`src/rtl/operand_sequencer_if.sv`:
```
// Nibble-stream input and result-return handshakes of the operand sequencer.
// The sequencer takes the slave side; the feeder/consumer takes the master side.
interface operand_sequencer_if;
    logic       in_valid;
    logic       in_ready;
    logic [3:0] in_data;
    logic       res_valid;
    logic       res_ready;
    logic [7:0] res_data;
    logic [1:0] res_mode;

    modport master (
        output in_valid, in_data, res_ready,
        input  in_ready, res_valid, res_data, res_mode
    );

    modport slave (
        input  in_valid, in_data, res_ready,
        output in_ready, res_valid, res_data, res_mode
    );
endinterface

```
`src/rtl/operand_sequencer.sv`:
```
// Assembles a header plus five operand nibbles into a parallel bundle for the
// arithmetic unit, waits SETTLE cycles, captures its result and returns it.
module operand_sequencer #(
    parameter logic [1:0] SYNC   = 2'b10,
    parameter int         SETTLE = 1,
    parameter int         CNT_W  = 8
) (
    input  logic             clk,
    input  logic             rst_n,
    operand_sequencer_if.slave bus,
    output logic [3:0]       a,
    output logic [3:0]       b,
    output logic [3:0]       c,
    output logic [3:0]       d,
    output logic [3:0]       e,
    output logic [1:0]       mode,
    input  logic [7:0]       y_in,
    output logic             busy,
    output logic [CNT_W-1:0] txn_count,
    output logic [CNT_W-1:0] err_count
);

    typedef enum logic [1:0] {IDLE, LOAD, EXEC, RESP} state_t;

    localparam logic [1:0] SETTLE_LAST = 2'(SETTLE - 1);

    state_t     state;
    state_t     next_state;
    logic [2:0] idx;
    logic [1:0] settle_cnt;
    logic       in_ready;
    logic       res_valid;
    logic       accept;
    logic [7:0] res_data;
    logic [1:0] res_mode;

    assign accept        = bus.in_valid && in_ready;
    assign busy          = (state != IDLE);
    assign bus.in_ready  = in_ready;
    assign bus.res_valid = res_valid;
    assign bus.res_data  = res_data;
    assign bus.res_mode  = res_mode;

    always_ff @(posedge clk or negedge rst_n) begin
        if (!rst_n) state <= IDLE;
        else        state <= next_state;
    end

    always_comb begin
        next_state = state;
        in_ready   = 1'b0;
        res_valid  = 1'b0;
        case (state)
            IDLE: begin
                in_ready = 1'b1;
                if (bus.in_valid && bus.in_data[3:2] == SYNC) next_state = LOAD;
            end
            LOAD: begin
                in_ready = 1'b1;
                if (bus.in_valid && idx == 3'd4) next_state = EXEC;
            end
            EXEC: begin
                if (settle_cnt == SETTLE_LAST) next_state = RESP;
            end
            RESP: begin
                res_valid = 1'b1;
                if (bus.res_ready) next_state = IDLE;
            end
            default: next_state = IDLE;
        endcase
    end

    // Bundle, capture and counter registers; operands only move on LOAD accepts.
    always_ff @(posedge clk or negedge rst_n) begin
        if (!rst_n) begin
            a          <= '0;
            b          <= '0;
            c          <= '0;
            d          <= '0;
            e          <= '0;
            mode       <= '0;
            idx        <= '0;
            settle_cnt <= '0;
            res_data   <= '0;
            res_mode   <= '0;
            txn_count  <= '0;
            err_count  <= '0;
        end else begin
            case (state)
                IDLE: begin
                    if (accept) begin
                        if (bus.in_data[3:2] == SYNC) begin
                            mode <= bus.in_data[1:0];
                            idx  <= '0;
                        end else begin
                            err_count <= err_count + 1'b1;
                        end
                    end
                end
                LOAD: begin
                    if (accept) begin
                        case (idx)
                            3'd0:    a <= bus.in_data;
                            3'd1:    b <= bus.in_data;
                            3'd2:    c <= bus.in_data;
                            3'd3:    d <= bus.in_data;
                            default: e <= bus.in_data;
                        endcase
                        idx        <= idx + 3'd1;
                        settle_cnt <= '0;
                    end
                end
                EXEC: begin
                    settle_cnt <= settle_cnt + 2'd1;
                    if (settle_cnt == SETTLE_LAST) begin
                        res_data <= y_in;
                        res_mode <= mode;
                    end
                end
                RESP: begin
                    if (bus.res_ready) txn_count <= txn_count + 1'b1;
                end
                default: ;
            endcase
        end
    end

endmodule

```
`src/flat_wrapper.sv`:
```
// flat-port wrapper written by rule: the top's interface ports become plain ports
module operand_sequencer_flat 
#(
    parameter logic [1:0] SYNC   = 2'b10,
    parameter int         SETTLE = 1,
    parameter int         CNT_W  = 8
)
  (clk, rst_n, a, b, c, d, e, mode, y_in, busy, txn_count, err_count, bus_in_valid, bus_in_data, bus_res_ready, bus_in_ready, bus_res_valid, bus_res_data, bus_res_mode);
  operand_sequencer_if bus_i ();
  input  logic clk;
  input  logic rst_n;
  output logic [3:0] a;
  output logic [3:0] b;
  output logic [3:0] c;
  output logic [3:0] d;
  output logic [3:0] e;
  output logic [1:0] mode;
  input  logic [7:0] y_in;
  output logic busy;
  output logic [CNT_W-1:0] txn_count;
  output logic [CNT_W-1:0] err_count;
  input wire logic [$bits(bus_i.in_valid)-1:0] bus_in_valid;
  input wire logic [$bits(bus_i.in_data)-1:0] bus_in_data;
  input wire logic [$bits(bus_i.res_ready)-1:0] bus_res_ready;
  output wire logic [$bits(bus_i.in_ready)-1:0] bus_in_ready;
  output wire logic [$bits(bus_i.res_valid)-1:0] bus_res_valid;
  output wire logic [$bits(bus_i.res_data)-1:0] bus_res_data;
  output wire logic [$bits(bus_i.res_mode)-1:0] bus_res_mode;
  assign bus_i.in_valid = bus_in_valid;
  assign bus_i.in_data = bus_in_data;
  assign bus_i.res_ready = bus_res_ready;
  assign bus_in_ready = bus_i.in_ready;
  assign bus_res_valid = bus_i.res_valid;
  assign bus_res_data = bus_i.res_data;
  assign bus_res_mode = bus_i.res_mode;
  operand_sequencer #(.SYNC(SYNC), .SETTLE(SETTLE), .CNT_W(CNT_W)) u_core (.clk(clk), .rst_n(rst_n), .bus(bus_i), .a(a), .b(b), .c(c), .d(d), .e(e), .mode(mode), .y_in(y_in), .busy(busy), .txn_count(txn_count), .err_count(err_count));
endmodule
```
`config.mk`:
```
export PLATFORM = sky130hd
export DESIGN_NAME = operand_sequencer_flat
export DESIGN_NICKNAME = d
export VERILOG_FILES = /design/src/rtl/operand_sequencer_if.sv /design/src/rtl/operand_sequencer.sv /design/src/flat_wrapper.sv
export SDC_FILE = /design/constraint.sdc
export NUM_CORES = 1
export LEC_CHECK = 0
export CAP_MARGIN = 20
export CELL_PAD_IN_SITES_DETAIL_PLACEMENT = 0
export CELL_PAD_IN_SITES_GLOBAL_PLACEMENT = 2
export CORE_UTILIZATION = 28
export DETAILED_ROUTE_END_ITERATION = 7
export MAX_ROUTING_LAYER = met4
export PLACE_DENSITY_LB_ADDON = 0.08
export RECOVER_POWER = 50
export SYNTH_ARGS = -nofsm -noshare
export SYNTH_HDL_FRONTEND = slang
export SYNTH_SLANG_ARGS = --single-unit
```
`constraint.sdc`:
```
create_clock -name clk -period 1.68 [get_ports clk]
set_input_delay 0.336 -clock clk [delete_from_list [all_inputs] [get_ports clk]]
set_output_delay 0.336 -clock clk [all_outputs]
set_load 0.02 [all_outputs]
```
* Word level (Yosys, flattened, before mapping)
Cells that the tools add are included.
** Storage, ports and cells
- Output and inout bits :: 51
- Word-level logic and storage cells :: 70
- Register bits :: 55
** Operators by class
- Muxes and demuxes :: 13
- Bitwise logic cells :: 2
- Add/sub/neg operators :: 4
- Reductions and logical operators :: 23
- Equal/unequal tests :: 15
** Operator list (count)
- 3-bit AND reduction :: 7
- 8-bit by 1-bit adder with 8-bit output (second input constant) :: 2
- 2-bit by 1-bit != test with 1-bit output (second input constant) :: 6
- 2-bit two-way mux :: 5
- 3-bit two-way mux :: 3
- 2-bit one-hot mux with 4 select lines :: 1
- 4-bit AND reduction :: 2
- 2-bit == test (second input constant) :: 3
- 3-bit by 2-bit == test with 1-bit output (second input constant) :: 2
- 3-bit one-hot mux with 2 select lines :: 1
- 2-bit AND reduction :: 3
- 2-bit nonzero test :: 3
- 2-bit zero test :: 2
- 2-bit one-hot mux with 2 select lines :: 1
- 4-bit OR reduction :: 1
- 3-bit by 1-bit adder with 3-bit output (second input constant) :: 1
- 3-bit by 1-bit == test with 1-bit output (second input constant) :: 1
- 3-bit == test (second input constant) :: 1
- 1-bit logical AND :: 3
- 3-bit zero test :: 1
- 2-bit by 1-bit adder with 2-bit output (second input constant) :: 1
- 2-bit by 1-bit == test with 1-bit output (second input constant) :: 1
- 1-bit two-way mux :: 2
- 2-bit != test (second input constant) :: 1
- 2 further kinds :: 3

* Depth between registers and ports, before layout
Gate-level depths: netlist (run 1).
- Word-level depth :: 6
- Mapped depth :: 7
- Gate-level depth less buffers :: 6

* Worst setup path after synthesis (run 1)
OpenSTA, ideal clock, no wires.
- Path kind :: reg2reg
- From :: register u_core.idx[0]
- To :: register u_core.e[0]
- Data arrival time :: 1.460 ns
- Clock period less this slack :: 1.584 ns
- Buffers on the path :: 0
- Cell stages (with the launch flop) :: 6
- Setup slack :: 0.096 ns
- Path through :: dfrtp_1 > inv_1 > ha_1 > nor3_1 > o21ai_0 > mux2_2
** On the way
- Word-level cells in the longest chain between the ends :: 4
- Elaborated cells on any way between the ends :: 7
** RTL lines
- from (decl) :: line operand_sequencer.sv:29 : logic [2:0] idx;
- from (signal assigned) :: line operand_sequencer.sv:109 : idx <= idx + 3'd1;
- 3-bit by 1-bit == test with 1-bit output (tied with other cells) :: line operand_sequencer.sv:102 : case (idx)
- 4-bit OR reduction (no line) *
- 1-bit inverter (no line) *
- 3-bit AND reduction (no line) *
- to (signal assigned) :: line operand_sequencer.sv:107 : default: e <= bus.in_data;
- to (decl) :: line operand_sequencer.sv:15 : output logic [3:0] e,
Every way passes the cells marked *; elsewhere a longest branch is shown, timed or not.
A chain may end at the register's enable or synchronous reset.

* Worst setup path in the final report (run 1)
- From :: register u_core.state[0]
- To :: output port bus_in_ready
** On the way
- Word-level cells in the longest chain between the ends :: 3
- Elaborated cells on any way between the ends :: 4
** RTL lines
- from (decl) :: line operand_sequencer.sv:27 : state_t state;
- from (signal assigned) :: line operand_sequencer.sv:46 : else state <= next_state;
- 2-bit by 1-bit == test with 1-bit output / 2-bit zero test (equally long branches) :: line operand_sequencer.sv:53 : case (state)
- 2-bit OR reduction (no line) *
- 1-bit two-way mux * :: line operand_sequencer.sv:53
- to (decl) :: line flat_wrapper.sv:25 : output wire logic [$bits(bus_i.in_ready)-1:0] bus_in_ready;
Marks and branches as above.

==> results of run 1 <==
[critical path, stage by stage (launching register included)]
cell	delay [ns]
dfrtp_1	0.38
inv_1	0.07
ha_2	0.18
or2_4	0.25
buf_6	0.13
[sequential cells by signal (all words and copies together) (netlist names)]
name and count:
u_core.a 4, u_core.b 4, u_core.bus.res_data 8, u_core.bus.res_mode 2, u_core.c 4, u_core.d 4
u_core.e 4, u_core.err_count 8, u_core.idx 3, u_core.mode 2, u_core.settle_cnt 2, u_core.state 2
u_core.txn_count 8
[cells in the final DEF (no fill, tap or decap), types with 4 or more instances in the layout]
cell type / n
xor2_1: 4
ha_1: 9
clkbuf_1: 7
clkbuf_8: 6
inv_1: 7
nand3_1: 9
mux2_2: 34
dfrtp_1: 55
dlygate4sd2_1: 12
o21ai_0: 5
xnor2_1: 10
nand4_1: 5
buf_4: 24
nand2_1: 11
clkdlybuf4s50_1: 44
nor2_1: 6
[through the flow]
| stage | area [sq um] | hold WS, ns | utilization (%) |
|---|---|---|---|
| after floorplan | 2445 | 0.04041 | - |
| after global placement | 3423 | 0.2630 | 41.04 |
| after detailed placement | 3423 | 0.2607 | 41.04 |
| after CTS | 3518 | 0.4715 | 42.18 |
| after global routing | 3487 | 0.4978 | 41.81 |
| final | 3487 | 0.4732 | 41.81 |
[repair_timing]
| item | in CTS | in global routing |
|---|---|---|
| setup endpoints to repair | 20 | 31 |
| pin swaps | 0 | 2 |
| hold buffers | 1 | 0 |
| gates resized for setup | 30 | 17 |
| endpoints found under the hold margin | 12 | 0 |
| gates cloned | 0 | 0 |
[power by group]
group	total, mW	internal (mW)	switching (mW)
clock	0.777	0.333	0.443
combinational	3.48	1.83	1.64
sequential	2.29	1.89	0.395
[how the worst max path moves through the flow]
stage | start | end | slack [ns]
finish | u_core.state[0] | bus_in_ready | 0.03
global route | u_core.idx[1] | u_core.state[1] | -0.06
CTS | u_core.mode[1] | mode[1] | 0.0002
detailed placement | bus_in_valid | u_core.e[2] | -0.18
global placement | bus_in_valid | u_core.e[3] | -0.15
floorplan | u_core.idx[0] | u_core.e[0] | 0.1
[layout make-up]
class / count / area [sq um]
Fill cell: 862 / 4853
Multi-Input combinational cell: 123 / 1055
Tap cell: 105 / 131.4
Timing Repair Buffer: 92 / 803.3
Sequential cell: 55 / 1376
Inverter: 8 / 30.03
Clock inverter: 1 / 8.758
Clock buffer: 6 / 82.58
[layer usage]
metal  wire [um]  share of wire, %
met5           0                 0
met4          31              0.58
met3         164               3.1
met2        2584                48
met1        2580                48
[kinds of logic after synthesis]
group           count (synthesis)  share of synthesized area [%]
flops                          55                          56.29
simple gates                   47                          10.13
mux                            35                          16.27
compound gates                 15                          4.044
xor+xnor                       14                          5.015
buf+inv                        12                          2.098
fa+ha+maj                      12                          6.141
==> impl_metrics.toml, run 1 <==
[clocking]
clk_pin_slew_ns = 0.10
post_cts_buffers = 0
clock_sinks = 55
cts_tree = "built"
root_buffer = "clkbuf_8"
cts_buffer_depth = 2
cts_buffers = 5
cts-htree-levels = 2
worstSkewPairLatency_ns = 0.30

[worst_setup_path]
critPathArrivalTime_ns = 1.31
cp.required_ns = 1.34
crit_type = "reg2out"
rrSetupSlack_ns = 0.05
rr_startpoint = "u_core.idx[0]"
cp_max_fo = 3
rr_endpoint = "u_core.state[1]"
endpoint_kind = "output pin"
startpoint_type = "flip-flop"
r2r_cells = 7

[synthesis]
yosysUniqueCellTypes = 33
synth_edf_count = 0
synth_top_area_cell = "dfrtp_1"
synth_seq_cells = 55
syn_nets = 218
async_reset_ff_share_pct = 100.0
synth_common_cells = "dfrtp_1, mux2_2, ha_1, nand2_1, xnor2_1"
syn_area_per_cell_sq_um = 12.87
synth.most_common_cell = "dfrtp_1"
seq_area_frac_synth_pct = 56.29
synthCells = 190
synth_area_leaders = "dfrtp_1, mux2_2, ha_1, xnor2_1, nand3_1"
synth.top_cell.area_share_pct = 56.29
synth_ff_type = "dfrtp_1"
synth_area_sq_um = 2445
yosysWarnings = 0

[floorplan]
ios = 67
die_h_um = 95.44
die_x_um = 95.44
die_area_sq_um = 9109
start_util_pct = 29.31
rows = 33
coreArea_sq_um = 8341

[pwr]
power.density_nw_per_um2 = 1877
ir_worst_vdd_mv = 0.7153
total_power_mw = 6.544
leakage_nw = 1.600

[flow_run]
cap_viol_max_count = 0

[place]
place.gp.congestion = 0.7348
place.port_buffers = 66
dp_hpwl_um = 4066
dp_cells = 382
dp_slack_ns = -0.1827

[sta]
worst_slack_ns = 0.03446
setup_viol = 0
finalCritPeriodShare_pct = 97.95
max_freq_mhz = 607.7
hold_violations = 0
report.final.slew_viol_count = 0
period_needed_ns = 1.646
max-slew-margin-rel_pct = 49.15
setup_tns_ns = 0
worst_pin_slew_ns = 0.7628
rsz0062_at_grt = "true"
clock_skew_ns = 0.005957

[drt]
vias = 1772
final_antenna_net_count = 0
routedWlPerCell_um = 13.75
drt_first_pass_iters = 4
drc = 0
wl_um = 5361
viasPerCell = 4.544
dr.first_iter.drc_count = 34

[grt]
grt_overflow = 0
grt_pass1_wl_um = 9045
grt_pass1_vias = 1852
met3_usage_pct = 2.392
use_met2_pct = 21.37
grt_max_degree = 30
grt_usage_pct = 13.23
antenna_found_initial = 0
grtUsageMet1_pct = 17.26
top_usage_layer = "met2"

[worst_hold_path]
hold_start = "u_core.settle_cnt[0]"
holdPathStages = 2
worstHoldEndpoint = "u_core.settle_cnt[0]"
holdCritPathClass = "reg2reg"

[final_layout]
drive_gt1_share_pct = 29.47
layout.nets = 313
num_antenna_cells = 0
area_delta_synth_final_pct = 42.63
instances_no_fill = 390

[run_status]
status = "complete, no violations"
Power figures use the tool's default switching activity.
==> inputs of run 2 (changes only) <==
Settings changed: CORE_MARGIN from default to 2.
==> run 2 against run 1 <==
Net effect:
- via count down 0.23%
- sequential power barely moved
- non-clock buffer count shrank 1
- setup slack gained 0.0056 ns
- sequential share of layout area rose by 0.34 points
==> impl_metrics.toml, run 2 (synthesis gave the netlist of run 1 again) <==
[place]
place.port_buffers = 66
dp_cells = 381
dp_hpwl_um = 3815
place.gp.congestion = 0.6944

[worst_setup_path]
rr_startpoint = "u_core.state[0]"
endpoint_kind = "output pin"
slowest_delay_ns = 0.38
critPathArrivalTime_ns = 1.30
crit_chain = "inv_2, ha_2, or2_4, buf_6"
cp.required_ns = 1.34
cp_max_fo = 3
startpoint_type = "flip-flop"
slowest_stage = "dfrtp_1"
crit_path_start = "u_core.state[1]"
crit_type = "reg2out"

[sta]
hold_violations = 0
report.final.slew_viol_count = 0
max_freq_mhz = 609.8
max-slew-margin-rel_pct = 7.488
period_needed_ns = 1.640
clock_skew_ns = 0.01006
setup_tns_ns = 0
worst_pin_slew_ns = 1.388
finalCritPeriodShare_pct = 97.62
setup_viol = 0
whs_ns = 0.4179
rsz0062_at_grt = "true"

[drt]
viasPerCell = 4.499
drt_first_pass_iters = 4
dr.first_iter.drc_count = 58
final_antenna_net_count = 0
drc = 0
wl_um = 5227
routedWlPerCell_um = 13.30
vias = 1768

[pwr]
leakage_nw = 1.571
ir_worst_vdd_mv = 0.6910
power.density_nw_per_um2 = 1882
total_power_mw = 6.507

[final_layout]
reg.largest.list = "u_core.bus.res_data (8), u_core.err_count (8), u_core.txn_count (8)"
area_delta_synth_final_pct = 41.40
drive_gt1_share_pct = 31.23
layout.nets = 312
utilization_pct = 40.23
num_antenna_cells = 0
instances_no_fill = 393
most-common-layout-cells = "dfrtp_1, clkdlybuf4s50_1, mux2_2, buf_4, dlygate4sd2_1"
nFillCells = 849
layout_commonest_cell = "dfrtp_1"

[floorplan]
die_h_um = 97.44
rows = 34
start_util_pct = 28.45
coreArea_sq_um = 8593
die_x_um = 97.44
die_area_sq_um = 9495
ios = 67

[grt]
antenna_found_initial = 0
grt_max_degree = 56
grt_pass1_wl_um = 9018
grt_overflow = 0
grt_pass1_vias = 1773
grt_usage_pct = 12.02

[clocking]
root_buffer = "clkbuf_8"
clk_pin_slew_ns = 0.10
worstSkewPairLatency_ns = 0.31
cts_buffers = 5
cts_buffer_depth = 2
cts_tree = "built"
clock_sinks = 55
cts-htree-levels = 2

[flow_run]
cap_viol_max_count = 0

[run_status]
status = "complete, no violations"

[worst_hold_path]
holdCritPathClass = "in2async"
[run 2: cell types whose count changed in the layout (fill, tap and decap cells not counted), moves of 2 or more]
cell	change
clkdlybuf4s50_1	-2
inv_2	+2
clkbuf_1	+2
clkinv_2	+2
nand2_1	-3
inv_1	-2
nand2_2	+4
buf_4	-4
clkbuf_2	+2
[run 2: worst max-delay path, delay by kind of cell (launching register included)]
kind	cells	cell delay (ns)
simple gates	1	0.25
buf+inv	2	0.18
fa+ha+maj	1	0.19
flops	1	0.38
[run 2: timing repair]
item | 4_1_cts | 5_1_grt
setup endpoints to repair | 20 | 31
buffers inserted | 0 | 4
resized for setup | 29 | 21
pin swaps | 1 | 2
hold buffers | 0 | 0
[run 2: power breakdown]
| part | switching, mW | internal (mW) | total (mW) |
|---|---|---|---|
| Sequential | 0.408 | 1.89 | 2.30 |
| Combinational | 1.65 | 1.82 | 3.47 |
| Clock | 0.440 | 0.295 | 0.735 |
[run 2: worst paths after layout]
path	endpoint	slack, ns	depth (start not counted)
min in group clk	u_core.err_count[7]	0.47	1
max in group asynchronous	u_core.txn_count[5]	0.42	2
worst max-delay path	bus_in_ready	0.04	4
worst min register to register	u_core.err_count[7]	0.47	1
worst min-delay path	u_core.b[3]	0.42	2
worst max register to register	u_core.idx[2]	0.10	7
[run 2: metal layers]
metal  track usage [%]  wire, um  up-vias
met5                 -         0        -
met4             3.205        53        0
met3             2.878       194        5
met2             18.30      2482       37
met1             16.18      2496      873
li1                  -         -      853
[run 2: cell type report]
type / count / area [sq um] / area share [%]
flip-flops and latches: 55 / 1376 / 39.81
multi-input cells: 123 / 1055 / 30.51
repair buffers: 91 / 773.2 / 22.37
well taps: 108 / 135.1 / 3.909
clock buffers: 5 / 68.82 / 1.991
inverters: 8 / 30.03 / 0.8686
clock inverters: 3 / 18.77 / 0.5429
[run 2: metrics by stage]
step / worst slack (ns) / cell area (sq um)
3_5_place_dp: -0.2059 / 3397
3_3_place_gp: -0.1836 / 3397
5_1_grt: -0.03241 / 3457
2_1_floorplan: 0.09561 / 2445
6_report: 0.04003 / 3457
4_1_cts: 0.002179 / 3482
